**src/rtl/lcd_pkg.sv**
```systemverilog
// lcd_pkg: opcode bits, FSM encoding and DDRAM address helpers for the LCD bus responder
package lcd_pkg;
    localparam int DDRAM_DEPTH = 80;
    localparam int LINE_LEN = 40;
    localparam logic [7:0] SPACE = 8'h20;
    localparam int OP_DDRAM = 7;
    localparam int OP_CGRAM = 6;
    localparam int OP_FUNC = 5;
    localparam int OP_SHIFT = 4;
    localparam int OP_DISP = 3;
    localparam int OP_ENTRY = 2;
    localparam int OP_HOME = 1;
    localparam int OP_CLEAR = 0;
    typedef enum logic [1:0] {ST_IDLE, ST_EXEC, ST_FILL, ST_WAIT} state_t;
    // Line 1 ends at 0x27, line 2 occupies 0x40-0x67; stepping past either end hops to the other line
    function automatic logic [6:0] addr_inc(input logic [6:0] a);
        return a == 7'h27 ? 7'h40 : a == 7'h67 ? 7'h00 : a + 7'd1;
    endfunction
    function automatic logic [6:0] addr_dec(input logic [6:0] a);
        return a == 7'h00 ? 7'h67 : a == 7'h40 ? 7'h27 : a - 7'd1;
    endfunction
    function automatic logic [6:0] addr_to_idx(input logic [6:0] a);
        return a[6] ? 7'(LINE_LEN) + {1'b0, a[5:0]} : {1'b0, a[5:0]};
    endfunction
    function automatic logic addr_mapped(input logic [6:0] a);
        return a[5:0] < 6'(LINE_LEN);
    endfunction
    function automatic logic [5:0] ofs_step(input logic [5:0] o, input logic up);
        return up ? (o == 6'(LINE_LEN - 1) ? 6'd0 : o + 6'd1) : (o == 6'd0 ? 6'(LINE_LEN - 1) : o - 6'd1);
    endfunction
endpackage

```
**src/rtl/lcd_ddram.sv**
```systemverilog
// lcd_ddram: 80x8 text buffer with one write port and a registered read-first read port
module lcd_ddram
    import lcd_pkg::*;
(
    input  logic       clk,
    input  logic       we,
    input  logic [6:0] wr_idx,
    input  logic [7:0] wr_data,
    input  logic [6:0] rd_idx,
    output logic [7:0] rd_data
);
    logic [7:0] mem [DDRAM_DEPTH];
    always_ff @(posedge clk) begin
        if (we) mem[wr_idx] <= wr_data;
        rd_data <= rd_idx < 7'(DDRAM_DEPTH) ? mem[rd_idx] : SPACE;
    end
endmodule

```
**src/rtl/lcd_bus_responder.sv**
```systemverilog
// lcd_bus_responder: HD44780-style write-only 8-bit bus responder holding DDRAM text and display state
module lcd_bus_responder
    import lcd_pkg::*;
#(
    parameter int BUSY_SHORT = 1850,
    parameter int BUSY_LONG  = 76000,
    parameter int CNT_W      = 17
) (
    input  logic       clk,
    input  logic       rst,
    input  logic       RS,
    input  logic       E,
    input  logic [7:0] DB,
    output logic       busy,
    output logic       cmd_strobe,
    output logic       cmd_rs,
    output logic [7:0] cmd_data,
    output logic [6:0] addr,
    output logic [5:0] shift_ofs,
    output logic       disp_on,
    output logic       cur_on,
    output logic       blink_on,
    output logic       entry_inc,
    output logic       entry_shift,
    output logic       func_dl,
    output logic       func_n,
    output logic       func_f,
    output logic       busy_err,
    output logic       addr_err,
    input  logic [6:0] rd_idx,
    output logic [7:0] rd_data
);
    logic rs_d1, rs_d2, e_d1, e_d2, e_d3;
    logic [7:0] db_d1, db_d2;
    state_t state;
    logic [CNT_W-1:0] cnt;
    logic [6:0] fill_idx, wr_idx;
    logic [7:0] wr_data;
    logic fall, we, is_long, is_clear;
    always_comb begin
        fall = e_d3 & ~e_d2;
        busy = state != ST_IDLE;
        is_clear = !cmd_rs && cmd_data == 8'h01;
        is_long = !cmd_rs && cmd_data[7:2] == 6'd0;
        we = (state == ST_EXEC && cmd_rs) || state == ST_FILL;
        wr_idx = state == ST_FILL ? fill_idx : addr_to_idx(addr);
        wr_data = state == ST_FILL ? SPACE : cmd_data;
    end
    lcd_ddram u_ddram (
        .clk     (clk),
        .we      (we),
        .wr_idx  (wr_idx),
        .wr_data (wr_data),
        .rd_idx  (rd_idx),
        .rd_data (rd_data)
    );
    always_ff @(posedge clk) begin
        if (rst) begin
            {rs_d1, rs_d2, e_d1, e_d2, e_d3} <= '0;
            db_d1 <= 8'h00;
            db_d2 <= 8'h00;
            state <= ST_FILL;
            cnt <= CNT_W'(BUSY_LONG - 1);
            fill_idx <= 7'd0;
            cmd_strobe <= 1'b0;
            cmd_rs <= 1'b0;
            cmd_data <= 8'h00;
            addr <= 7'h00;
            shift_ofs <= 6'd0;
            {disp_on, cur_on, blink_on} <= 3'b000;
            {entry_inc, entry_shift} <= 2'b10;
            {func_dl, func_n, func_f} <= 3'b100;
            busy_err <= 1'b0;
            addr_err <= 1'b0;
        end else begin
            {rs_d1, rs_d2} <= {RS, rs_d1};
            {e_d1, e_d2, e_d3} <= {E, e_d1, e_d2};
            db_d1 <= DB;
            db_d2 <= db_d1;
            cmd_strobe <= 1'b0;
            if (fall && state != ST_IDLE) busy_err <= 1'b1;
            case (state)
                ST_IDLE: if (fall) begin
                    cmd_strobe <= 1'b1;
                    cmd_rs <= rs_d2;
                    cmd_data <= db_d2;
                    if (rs_d2 || db_d2 != 8'h00) state <= ST_EXEC;
                end
                ST_EXEC: begin
                    // EXEC is the first busy cycle, so the remaining wait is two short of the total
                    cnt <= is_long ? CNT_W'(BUSY_LONG - 2) : CNT_W'(BUSY_SHORT - 2);
                    fill_idx <= 7'd0;
                    state <= is_clear ? ST_FILL : ST_WAIT;
                    if (cmd_rs) begin
                        addr <= entry_inc ? addr_inc(addr) : addr_dec(addr);
                        if (entry_shift) shift_ofs <= ofs_step(shift_ofs, entry_inc);
                    end else if (cmd_data[OP_DDRAM]) begin
                        addr <= addr_mapped(cmd_data[6:0]) ? cmd_data[6:0] : 7'h00;
                        if (!addr_mapped(cmd_data[6:0])) addr_err <= 1'b1;
                    end else if (cmd_data[OP_CGRAM]) begin
                    end else if (cmd_data[OP_FUNC]) begin
                        {func_dl, func_n, func_f} <= cmd_data[4:2];
                    end else if (cmd_data[OP_SHIFT]) begin
                        if (cmd_data[3]) shift_ofs <= ofs_step(shift_ofs, cmd_data[2]);
                        else addr <= cmd_data[2] ? addr_inc(addr) : addr_dec(addr);
                    end else if (cmd_data[OP_DISP]) begin
                        {disp_on, cur_on, blink_on} <= cmd_data[2:0];
                    end else if (cmd_data[OP_ENTRY]) begin
                        {entry_inc, entry_shift} <= cmd_data[1:0];
                    end else if (cmd_data[OP_HOME]) begin
                        addr <= 7'h00;
                        shift_ofs <= 6'd0;
                    end else if (cmd_data[OP_CLEAR]) begin
                        addr <= 7'h00;
                        shift_ofs <= 6'd0;
                        entry_inc <= 1'b1;
                    end
                end
                ST_FILL: begin
                    fill_idx <= fill_idx + 7'd1;
                    if (cnt != '0) cnt <= cnt - 1'b1;
                    if (fill_idx == 7'(DDRAM_DEPTH - 1)) state <= ST_WAIT;
                end
                ST_WAIT: begin
                    if (cnt == '0) state <= ST_IDLE;
                    else cnt <= cnt - 1'b1;
                end
            endcase
        end
    end
endmodule
```
**config.mk**
```make
export PLATFORM = sky130hd
export DESIGN_NAME = lcd_bus_responder
export DESIGN_NICKNAME = d
export VERILOG_FILES = /design/src/rtl/lcd_pkg.sv /design/src/rtl/lcd_ddram.sv /design/src/rtl/lcd_bus_responder.sv
export SDC_FILE = /design/constraint.sdc
export NUM_CORES = 1
export LEC_CHECK = 0
export CAP_MARGIN = 20
export CELL_PAD_IN_SITES_DETAIL_PLACEMENT = 0
export CELL_PAD_IN_SITES_GLOBAL_PLACEMENT = 1
export CORE_MARGIN = 2
export CORE_UTILIZATION = 45
export DETAILED_ROUTE_END_ITERATION = 8
export GPL_TIMING_DRIVEN = 0
export PLACE_DENSITY_LB_ADDON = 0.1
export SETUP_SLACK_MARGIN = 0.4
export SLEW_MARGIN = 10
export SYNTH_ARGS = -nofsm -noshare
export SYNTH_HDL_FRONTEND = slang
export SYNTH_SLANG_ARGS = --single-unit
```
**constraint.sdc**
```tcl
create_clock -name clk -period 4.9 [get_ports clk]
set_clock_uncertainty 0.05 [all_clocks]
set_input_delay 0.98 -clock clk [delete_from_list [all_inputs] [get_ports clk]]
set_output_delay 0.98 -clock clk [all_outputs]
set_load 0.02 [all_outputs]
```
==> reports/qor.yml <==
critical_path:
  r2r-start: "state[0]"
  reg2reg_to: "u_ddram.mem[11][7]"
  critical_path_required_ns: 5.07
  crit_type: "reg2reg"
  reg2regPathDepth: 8
  crit_end: "u_ddram.mem[11][7]"
  cp.arrival_ns: 4.11
  regToRegSetupSlack_ns: 0.97
  cp-startpoint: "state[0]"
  cp-start-kind: "flip-flop"
  path_max_fanout: 10
  end_kind: "flip-flop"
route:
  drc_errors: 0
  wl_met2_mm: 36.4
  m1WireLength_mm: 34.2
  antenna_left: 0
  first_iter_violations: 1735
  via_count: 16265
  viasPerCell: 5.89
  top_layer_used: "met4"
  wl_per_cell_um: 27.8
  dr.pass1.iters: 5
  routed_wl_mm: 76.7
  wl_met3_mm: 4.34
yosys:
  synthCells: 1697
  synth_area_um2: 29400
  synthTopCellsByArea: "edfxtp_1 65%, mux4_2 13%, dfxtp_1 6.0%"
  synth_top_area_share_pct: 65.4
  synthFlopType: "edfxtp_1"
  synth-seq-cells: 728
  yosys_warnings: 0
  yosys.area.top_type: "edfxtp_1"
  synth_cell_types: 68
  synth_edf_count: 640
  synthArstFlopShare_pct: 0
  synth-seq-area-share_pct: 71.4
  syn_area_per_cell_um2: 17.3
  syn-num-nets: 1731
clocking:
  numCtsBuffers: 76
  cts-htree-levels: 3
  tritoncts: "yes"
  post_cts_buffers: 0
  clockBufferDepth: 3
  cts_resized: 0
  clkTransAtPathRegs_ns: 0.06
  holdBufCountCts: 0
  cts_root_buffer: "clkbuf_16"
  clock-sinks: 728
  insertion_delay_ns: 0.62
placed_design:
  dp_slack_ns: 0.369
  dp_hpwl_mm: 52.2
  portBuffers: 55
  gp_congestion: 0.897
sta:
  relSlewSlack_pct: 23.8
  slew_viol_final: 0
  period_share_pct: 80.3
  setup_viol: 0
  hold_viol_final: 0
  rsz0062_at_grt: "no"
  worstMarginPinSlew_ns: 1.14
  clock.fmax_mhz: 254
  final.setup.worst_slack_ns: 0.967
  min_period_ns: 3.93
power_and_ir_drop:
  powerDensity_nw_per_um2: 408
  sw_frac_of_total_pct: 22.9
  seqPwrFrac_pct: 50.0
  finalPower_w: 0.0139
  irDropWorstVdd_mv: 0.260
  p_clk_share_pct: 41.9
  power_switching_w: 0.00318
  power_frac_comb_pct: 8.2
  p_leak_nw: 10.4
  intPower_w: 0.0107
die:
  ios: 61
  die-width_um: 260
  start_util_pct: 45.6
  core_um2: 64500
  die_y_um: 260
  die-area_um2: 67400
  num_rows: 93
grt:
  grt_pass1_vias: 16307
  antenna_found_initial: 1
  grt_usage_pct: 23.1
  grt_overflow_total: 0
  grt_pass1_wl_mm: 112
  grt_max_degree: 49
job:
  max_cap_viol_count: 0
cells_and_area:
  final_nets: 1881
  antenna_cells: 0
  drive_gt1_share_pct: 19.0
  nFillCells: 5246
  syn_to_final_growth_pct: 15.5
outcome:
  status: "complete, no violations"
worst_hold_path:
  hp-class: "reg2reg"
[kinds of logic (layout without fill, tap and decap cells)]
family	Yosys count	in the layout	share of synthesized area, %
xor+xnor	16	16	0.477
simple gates	393	393	6.32
compound gates	213	213	4.84
fa+ha+maj	15	15	0.638
flops	728	728	71.4
buf+inv	111	321	1.65
mux	221	221	14.7
[routing by layer]
| layer | vias to the layer above | global-route usage [%] |
|---|---|---|
| met4 | 0 | 5.81 |
| met2 | 530 | 36.5 |
| met3 | 119 | 3.60 |
| met5 | - | 0 |
| li1 | 7078 | - |
| met1 | 8538 | 33.8 |
[worst max-delay path, cell delays in order (launching register included)]
cell	delay [ns]
dfxtp_1	0.35
inv_1	0.15
ha_1	0.16
buf_2	0.22
clkbuf_1	0.76
nand3b_1	0.15
o31ai_1	0.13
nand2_1	0.63
nor2_1	0.95
[flip-flops by register name (all words and copies together) (netlist names), 2 cells and up]
name	cells
u_ddram.mem	640
cnt	17
cmd_data	8
db_d1	8
db_d2	8
u_ddram.rd_data	8
addr	7
fill_idx	7
shift_ofs	6
state	2
[synthesized netlist by cell type (4+ instances only)]
| master | count |
|---|---|
| a211oi_1 | 11 |
| a21oi_1 | 49 |
| a221oi_1 | 8 |
| a22oi_1 | 6 |
| a31o_2 | 4 |
| a31oi_1 | 13 |
| a32oi_1 | 4 |
| a41oi_1 | 4 |
| and2_1 | 5 |
| and3_1 | 6 |
| buf_1 | 4 |
| buf_2 | 23 |
| buf_4 | 8 |
| clkbuf_1 | 55 |
| dfxtp_1 | 88 |
| edfxtp_1 | 640 |
| ha_1 | 15 |
| inv_1 | 18 |
| mux2_2 | 6 |
| mux2i_1 | 47 |
| mux4_2 | 168 |
| nand2_1 | 84 |
| nand2b_1 | 11 |
| nand3_1 | 34 |
| nand4_1 | 6 |
| nor2_1 | 147 |
| nor2b_1 | 45 |
| nor3_1 | 21 |
| nor3b_1 | 4 |
| nor4_1 | 11 |
| o211ai_1 | 9 |
| o21a_1 | 9 |
| o21ai_0 | 39 |
| o22ai_1 | 21 |
| o31ai_1 | 7 |
| o41ai_1 | 6 |
| or2_2 | 4 |
| xnor2_1 | 9 |
| xor2_1 | 7 |
[cell usage in the layout (no fill, tap or decap), drive strengths merged, types with 5 or more instances in the layout]
master / netlist / layout
a211oi: 11 / 11
a21oi: 49 / 49
a221oi: 10 / 10
a22oi: 6 / 6
a31oi: 13 / 13
and2: 6 / 6
and3: 6 / 6
buf: 36 / 53
bufinv: 0 / 6
clkbuf: 56 / 165
clkdlybuf4s50: 0 / 55
clkinv: 0 / 20
dfxtp: 88 / 88
edfxtp: 640 / 640
ha: 15 / 15
inv: 19 / 21
mux2: 6 / 6
mux2i: 47 / 47
mux4: 168 / 168
nand2: 84 / 84
nand2b: 11 / 11
nand3: 35 / 35
nand4: 6 / 6
nor2: 147 / 147
nor2b: 45 / 45
nor3: 21 / 21
nor3b: 5 / 5
nor4: 12 / 12
o211ai: 9 / 9
o21a: 9 / 9
o21ai: 41 / 41
o22ai: 21 / 21
o31ai: 7 / 7
o41ai: 6 / 6
xnor2: 9 / 9
xor2: 7 / 7
[layout make-up]
class	instances	area (um^2)	share of cell area [%]
multi-input cells	858	7990	23.5
clock buffers	109	2200	6.48
well taps	855	1070	3.15
plain buffers	92	413	1.22
clock inverters	29	320	0.943
repair buffers	72	923	2.72
inverters	19	71.3	0.210
flip-flops and latches	728	21000	61.8
[worst min path at each step]
stage                  start        to  slack [ns]  depth (start not counted)
floorplan           db_d1[0]  db_d2[0]        0.36                          1
global route        db_d1[4]  db_d2[4]        0.41                          1
CTS                 db_d1[4]  db_d2[4]        0.38                          1
global placement       rs_d1     rs_d2        0.37                          1
finish              db_d1[4]  db_d2[4]        0.38                          1
detailed placement  db_d1[4]  db_d2[4]        0.37                          1
[power groups by stage]
stage / logic [W] / clock network [W] / registers (W)
finish: 0.00113 / 0.00581 / 0.00693
floorplan: 0.000669 / 0 / 0.00705
detailed placement: 0.00113 / 0 / 0.00706
global route: 0.00120 / 0.00614 / 0.00694
CTS: 0.00113 / 0.00590 / 0.00693
global placement: 0.00108 / 0 / 0.00706
[per-stage QoR]
| stage | std cells | utilization, % | cell area (um^2) | hold WS [ns] | setup TNS [ns] |
|---|---|---|---|---|---|
| after floorplan | 1697 | - | 29400 | 0.364 | 0 |
| after global placement | 2607 | 48.1 | 31000 | 0.373 | -805.45 |
| after detailed placement | 2624 | 48.8 | 31400 | 0.371 | 0 |
| after CTS | 2762 | 52.7 | 34000 | 0.384 | 0 |
| after global routing | 2762 | 52.7 | 34000 | 0.408 | 0 |
| final | 2762 | 52.7 | 34000 | 0.383 | 0 |
No activity file was read; power rests on OpenSTA's default activity.
